**src/rtl/branch_flag_unit.sv**
```systemverilog
// NZCV flag register, conditional-jump resolver with a circular link stack,
// and a one-entry registered result stage with valid/ready handshake.
module branch_flag_unit #(
  parameter int          REG_WIDTH  = 16,
  parameter logic [3:0]  JMP_OPC    = 4'b1100,
  parameter logic [7:0]  CV_MASK    = 8'b1101_1110,
  parameter int          LINK_DEPTH = 4
) (
  input  logic                 clk,
  input  logic                 rst,
  input  logic                 in_valid,
  output logic                 in_ready,
  input  logic [REG_WIDTH-1:0] ins,
  input  logic [REG_WIDTH-1:0] immext,
  input  logic [REG_WIDTH-1:0] pc,
  input  logic                 alu_n,
  input  logic                 alu_z,
  input  logic                 alu_c,
  input  logic                 alu_v,
  input  logic                 flush,
  output logic                 out_valid,
  input  logic                 out_ready,
  output logic                 br_taken,
  output logic [REG_WIDTH-1:0] br_target,
  output logic [3:0]           flags,
  output logic                 stk_ovf,
  output logic                 stk_unf
);

  localparam int PTR_W = (LINK_DEPTH > 1) ? $clog2(LINK_DEPTH) : 1;
  localparam int CNT_W = $clog2(LINK_DEPTH + 1);

  // Handshake: a transfer into the unit happens when in_valid && in_ready;
  // a result leaves when out_valid && out_ready. The held result may be
  // replaced in the same cycle it is taken, giving one result per cycle.
  logic [3:0]           flags_q, flags_d;
  logic                 out_valid_q, out_valid_d;
  logic                 br_taken_q, br_taken_d;
  logic [REG_WIDTH-1:0] br_target_q, br_target_d;
  logic [REG_WIDTH-1:0] stk_mem_q [LINK_DEPTH];
  logic [PTR_W-1:0]     ptr_q, ptr_d;
  logic [CNT_W-1:0]     cnt_q, cnt_d;
  logic                 ovf_q, ovf_d;
  logic                 unf_q, unf_d;

  logic                 accept;
  logic                 is_alu;
  logic                 is_jmp;
  logic [3:0]           cond;
  logic                 cond_true;
  logic                 push_en;
  logic [PTR_W-1:0]     top_idx;
  logic [PTR_W-1:0]     nxt_idx;
  logic                 unused_ins;

  assign unused_ins = ^ins;

  assign in_ready = !flush && (!out_valid_q || out_ready);
  assign accept   = in_valid && in_ready;
  assign is_alu   = !ins[15];
  assign is_jmp   = (ins[15:12] == JMP_OPC);
  assign cond     = ins[11:8];

  // ptr_q is the next free slot; when full it also names the oldest entry.
  assign top_idx = (ptr_q == '0) ? PTR_W'(LINK_DEPTH - 1) : ptr_q - PTR_W'(1);
  assign nxt_idx = (ptr_q == PTR_W'(LINK_DEPTH - 1)) ? '0 : ptr_q + PTR_W'(1);

  always_comb begin
    cond_true = 1'b0;
    unique case (cond)
      4'h0: cond_true = 1'b1;
      4'h1: cond_true = 1'b0;
      4'h2: cond_true = flags_q[2];
      4'h3: cond_true = !flags_q[2];
      4'h4: cond_true = flags_q[1];
      4'h5: cond_true = !flags_q[1];
      4'h6: cond_true = flags_q[3];
      4'h7: cond_true = !flags_q[3];
      4'h8: cond_true = (flags_q[3] == flags_q[0]);
      4'h9: cond_true = (flags_q[3] != flags_q[0]);
      4'hA: cond_true = !flags_q[2] && (flags_q[3] == flags_q[0]);
      4'hB: cond_true = flags_q[2] || (flags_q[3] != flags_q[0]);
      4'hC: cond_true = flags_q[1] && !flags_q[2];
      4'hD: cond_true = !flags_q[1] || flags_q[2];
      default: cond_true = 1'b1;
    endcase
  end

  always_comb begin
    flags_d     = flags_q;
    br_taken_d  = br_taken_q;
    br_target_d = br_target_q;
    ptr_d       = ptr_q;
    cnt_d       = cnt_q;
    ovf_d       = ovf_q;
    unf_d       = unf_q;
    push_en     = 1'b0;
    if (accept && is_alu) begin
      flags_d[3:2] = {alu_n, alu_z};
      if (CV_MASK[ins[14:12]]) flags_d[1:0] = {alu_c, alu_v};
    end
    if (accept && is_jmp) begin
      br_taken_d  = cond_true;
      br_target_d = pc + immext;
      if (cond == 4'hE) begin
        push_en = 1'b1;
        ptr_d   = nxt_idx;
        if (cnt_q == CNT_W'(LINK_DEPTH)) ovf_d = 1'b1;
        else cnt_d = cnt_q + CNT_W'(1);
      end else if (cond == 4'hF) begin
        if (cnt_q == '0) begin
          br_target_d = '0;
          unf_d       = 1'b1;
        end else begin
          br_target_d = stk_mem_q[top_idx];
          ptr_d       = top_idx;
          cnt_d       = cnt_q - CNT_W'(1);
        end
      end
    end
    if (flush) out_valid_d = 1'b0;
    else if (accept && is_jmp) out_valid_d = 1'b1;
    else if (out_ready) out_valid_d = 1'b0;
    else out_valid_d = out_valid_q;
  end

  always_ff @(posedge clk or posedge rst) begin
    if (rst) begin
      flags_q     <= '0;
      out_valid_q <= 1'b0;
      br_taken_q  <= 1'b0;
      br_target_q <= '0;
      ptr_q       <= '0;
      cnt_q       <= '0;
      ovf_q       <= 1'b0;
      unf_q       <= 1'b0;
    end else begin
      flags_q     <= flags_d;
      out_valid_q <= out_valid_d;
      br_taken_q  <= br_taken_d;
      br_target_q <= br_target_d;
      ptr_q       <= ptr_d;
      cnt_q       <= cnt_d;
      ovf_q       <= ovf_d;
      unf_q       <= unf_d;
    end
  end

  always_ff @(posedge clk or posedge rst) begin
    if (rst) begin
      for (int i = 0; i < LINK_DEPTH; i++) stk_mem_q[i] <= '0;
    end else if (push_en) begin
      stk_mem_q[ptr_q] <= pc + REG_WIDTH'(1);
    end
  end

  assign out_valid = out_valid_q;
  assign br_taken  = br_taken_q;
  assign br_target = br_target_q;
  assign flags     = flags_q;
  assign stk_ovf   = ovf_q;
  assign stk_unf   = unf_q;

endmodule
```
**config.mk**
```make
export PLATFORM = sky130hd
export DESIGN_NAME = branch_flag_unit
export DESIGN_NICKNAME = d
export VERILOG_FILES = /design/src/rtl/branch_flag_unit.sv
export SDC_FILE = /design/constraint.sdc
export NUM_CORES = 1
export LEC_CHECK = 0
export CORE_ASPECT_RATIO = 0.75
export CORE_MARGIN = 10
export CORE_UTILIZATION = 40
export DETAILED_ROUTE_END_ITERATION = 8
export PLACE_DENSITY = 0.69
export SYNTH_ARGS = -nofsm -noshare
export SYNTH_HDL_FRONTEND = slang
export SYNTH_SLANG_ARGS = --single-unit
export TNS_END_PERCENT = 50
```
**constraint.sdc**
```tcl
create_clock -name clk -period 4.1 [get_ports clk]
set_clock_uncertainty 0.2 [all_clocks]
set_input_delay 0.82 -clock clk [delete_from_list [all_inputs] [get_ports clk]]
set_output_delay 0.82 -clock clk [all_outputs]
set_load 0.02 [all_outputs]
```
==> results.md <==
- From left edge to right edge, the die measures between 150 and 200 um.
- The library cell used as clock root buffer is clkbuf_16.
- The internal power contribution is between 0.0015 and 0.002 W.
- In this run the power density over the cells is ~360 nW/um2.
- The cell row count is 36.
- Of the available clock period, the critical path in the final layout requires 0.8331.
- The final layout contains between 600 and 700 nets.
- Summed over all failing endpoints, the final setup total negative slack is 0 ns.
- Of the post-synthesis cell area, the dominant cell type holds 0.4463.
- The DRC violation count after routing is 0.
- The share of the core filled with cells is 0.4974.
- Setup repair after global routing left no endpoint under its margin.
- The clock transition time at the flip-flop clock pins of the worst setup and hold paths is ~0.06 ns.
- The post-detailed-route count of antenna-violating nets is 0.
- The routed length per placed instance is 17.69 um.
- In the final layout, the share of cells above drive strength 1 is 0.08251.
- The initial utilization of the core area, before any placement, comes to 0.4048.
- The worst hold-check path type is reg2reg.
- Entering global routing, the biggest net connects between 40 and 50 pins.
- By count the netlist is led by nand2_1 (95), dfrtp_1 (93), o21ai_0 (89), nor2_1 (29), ha_1 (20).
- Static timing analysis puts the maximum clock frequency at between 200 and 300 MHz.
- The headroom to the max-slew limit is 0.4381.
- For this block, the initial DRC count from the detailed router was 316.
- The flop and latch count out of synthesis is 93.
- The worst hold margin is between 0.2 and 0.3 ns.
- The number of buffers inserted by port buffering is 73.
- At the end of routability-driven placement, the weighted congestion stood at ~0.9.
- The dominant cell by count in the synthesized netlist is nand2_1.
- The via count of the first global-routing pass is 4,316.
- Prior to clock tree synthesis, the placed netlist has a worst setup slack of ~0.36 ns.
- No sink is reached through more buffers than the 2 on the longest clock path.
- The CTS tree is built.
- For this run, the register share of the synthesized area comes to 0.4463.
- The hold buffer count at CTS is 0.
- Subtracting the final worst setup slack from the clock period gives approximately 3.4 ns.
- After synthesis, the mean cell area works out to just under 10 um2.
- The area growth from synthesis to layout is 22.86%.
- The remaining global-route overflow is 0.
- The number of buffers inserted to repair setup after CTS is 0.
- The switching power of the nets is ~0.00066 W.
- The run finished with clean final reports.
- The final max-slew violation count was 0.
- The most used flip-flop cell after synthesis is dfrtp_1.
- The initial antenna violation count is 0.
- The data required time at the worst endpoint is a little over 4 ns.
- CTS built an H-tree with a depth of 3.
- When the netlist entered floorplanning its net count stood at 612.
- The worst setup path is of the in2reg kind.
- The number of instances in the placed design is between 700 and 800.
- Among all stages on the critical path, the largest delay is contributed by clkdlybuf4s50_1.
- Clock latency on the worst-skew pair, taken at its later pin, is 0.34 ns.
- At the pin with the least slew margin, the transition time is 0.8418 ns.
- The arrival time of data at the critical path endpoint is 3.44 ns.
- The endpoint class of the critical path is a register.
- The floorplan step set the die height to ~120 um.
- The total number of yosys warnings is 0.
- Summed over all cells, the static leakage comes to between 2 and 3 nW.
- The global-route wire length before repair is 22,770 um.
- Clock tree synthesis inserted a total of 9 buffers.
- The clock network fraction of design power is 0.331.
- Post-CTS repair changed the size of 0 cells.
- a little over 80 I/O pins were placed.
- The worst-case IR drop observed on VDD is between 200 and 250 uV.
- The cell taking the most area after synthesis is dfrtp_1.
- Summing every instance area after synthesis gives ~5200 um2.
- Setup violations remaining at the end of the flow were counted as 0.
- Of the total power, combinational logic draws 0.230.
- The number of standard cells in the layout, taps in and fillers out is ~780.
- The final layout contains routed wiring with a total length of between 10,000 and 15,000 um.
- The count of flip-flops with a built-in enable after synthesis is 0.
- The total via count after detailed routing is between 4,000 and 5,000.
- The layout has between 1,000 and 1,500 filler cells.
- The core box area is around 13,000 um2.
- The number of antenna diodes in the final layout is 0.
- In the routed layout, each cell is associated on average with a via count of around 5.4.
- The fraction of synthesis flops using an asynchronous set or reset pin is 1.000.
- Walking the worst path, the cells encountered are clkdlybuf4s50_1 -> ha_1 -> fa_1 -> a211oi_2 -> nor4b_1 -> nor2_1 -> o21ai_1 -> and4b_1 -> a2111oi_2.
- The largest driver fanout on the critical path is 7.
- The global-route usage over all layers is 0.1518.
- On the worst path, the slowest cell contributes a delay of around 0.55 ns.
- The area enclosed by the die boundary is approximately 18,000 um2.
- In this run, distinct cell masters in the synthesized netlist total 55.
- The detailed placer's ending HPWL is between 10,000 and 15,000 um.
- STA classifies the critical path startpoint as an input port.
- Of the total power, the share spent switching nets is 0.2847.
- In the post-synthesis netlist, the biggest area contributors are dfrtp_1 (45%), o21ai_0 (8.5%), nand2_1 (6.8%).
- The number of endpoints with negative hold slack in the final report is 0.
- The number of cells produced by synthesis is 533.
- The tool flagged a number of max-cap violations equal to 0.
- The first detailed-routing pass took 5 iterations.
- The relative contribution of sequential cells to total power is 0.439.
- The clock net in this run drives a total of 93 sinks.
- Setup slack on the critical path of the routed design comes to approximately 0.68 ns.
==> state kept, by name (all words and copies together), names as in the netlist <==
name and count:
stk_mem_q 64, br_target 16, flags 4, cnt_q 3, ptr_q 2, br_taken 1
out_valid 1, stk_ovf 1, stk_unf 1
==> cell families (layout without fill, tap and decap cells) <==
group           Yosys count  count (layout)  share of synthesized area
fa+ha+maj                22              22                    0.05566
xor+xnor                 29              29                    0.04871
simple gates            165             165                     0.1432
mux                      25              25                    0.09357
flops                    93              93                     0.4463
buf+inv                  43             116                    0.03551
compound gates          156             156                     0.1771
==> final cells by class <==
cell class                 count  area (um2)  area share
multi-input combinational    397        2703      0.4218
timing repair buffer          85       833.3      0.1301
clock inverter                 3       22.52    0.003515
inverter                      16       61.31    0.009568
clock buffer                  12       246.5     0.03847
tap                          171       214.0     0.03339
sequential                    93        2327      0.3632
==> worst max-delay path, delay by kind of cell <==
kind                       cells  cell delay, ns
and+or+nand+nor                3            0.54
AOI/OAI and AO/OA              3            0.77
adders and majority gates      2            0.77
buffers and inverters          1            0.55
==> path summary, 6_finish.rpt <==
kind	from	endpoint	slack, ns	cells past startpoint
max reg2reg	ptr_q[0]	br_target[14]	1.31	8
min	stk_mem_q[35]	stk_mem_q[35]	0.27	2
min in group asynchronous	rst	stk_mem_q[16]	0.76	2
max in group asynchronous	rst	stk_mem_q[56]	2.23	3
max	pc[0]	br_target[14]	0.68	9
min reg2reg	stk_mem_q[35]	stk_mem_q[35]	0.27	2
==> placed cells by master, fill, tap and decap left out, types with 3 or more instances in the layout <==
master,netlist,final
xor2_1,14,14
o21ai_1,3,3
o21a_1,3,3
o211ai_1,4,4
nand3_1,7,7
mux4_1,7,7
mux2_2,9,9
nor2_1,29,29
nand2_1,95,95
a21oi_1,18,18
dfrtp_1,93,93
clkinvlp_4,0,3
mux4_2,9,9
clkdlybuf4s50_1,0,73
buf_4,0,11
inv_1,16,15
nor2b_1,3,3
a22oi_1,13,13
o21ai_0,89,89
ha_1,20,20
clkbuf_16,0,9
nand4_1,8,8
nor3_1,5,5
and3_1,5,5
xnor2_1,15,15
a21o_1,6,6
==> power groups by stage <==
stage | clock, W | combinational, W | sequential (W)
after floorplan | 0 | 0.000237 | 0.00109
after global placement | 0 | 0.000523 | 0.00103
after detailed placement | 0 | 0.000531 | 0.00103
after CTS | 0.000782 | 0.000533 | 0.00101
after global routing | 0.000820 | 0.000578 | 0.00102
final | 0.000764 | 0.000530 | 0.00101
==> layer usage <==
layer  wire [um]  GRT usage  up-vias
met5           0          0        -
met1        6159     0.1957     2042
met2        6620     0.2568      136
met4         125    0.03061        0
met3         838    0.03416       10
li1            -          -     2043
==> per-stage QoR <==
step                      total power, W  instance area (um2)
after floorplan                 0.001323                 5215
after global placement          0.001550                 6138
after detailed placement        0.001561                 6138
after CTS                       0.002329                 6407
after global routing            0.002419                 6407
final                           0.002308                 6407
Note: power is estimated with default switching activity, not from simulation.
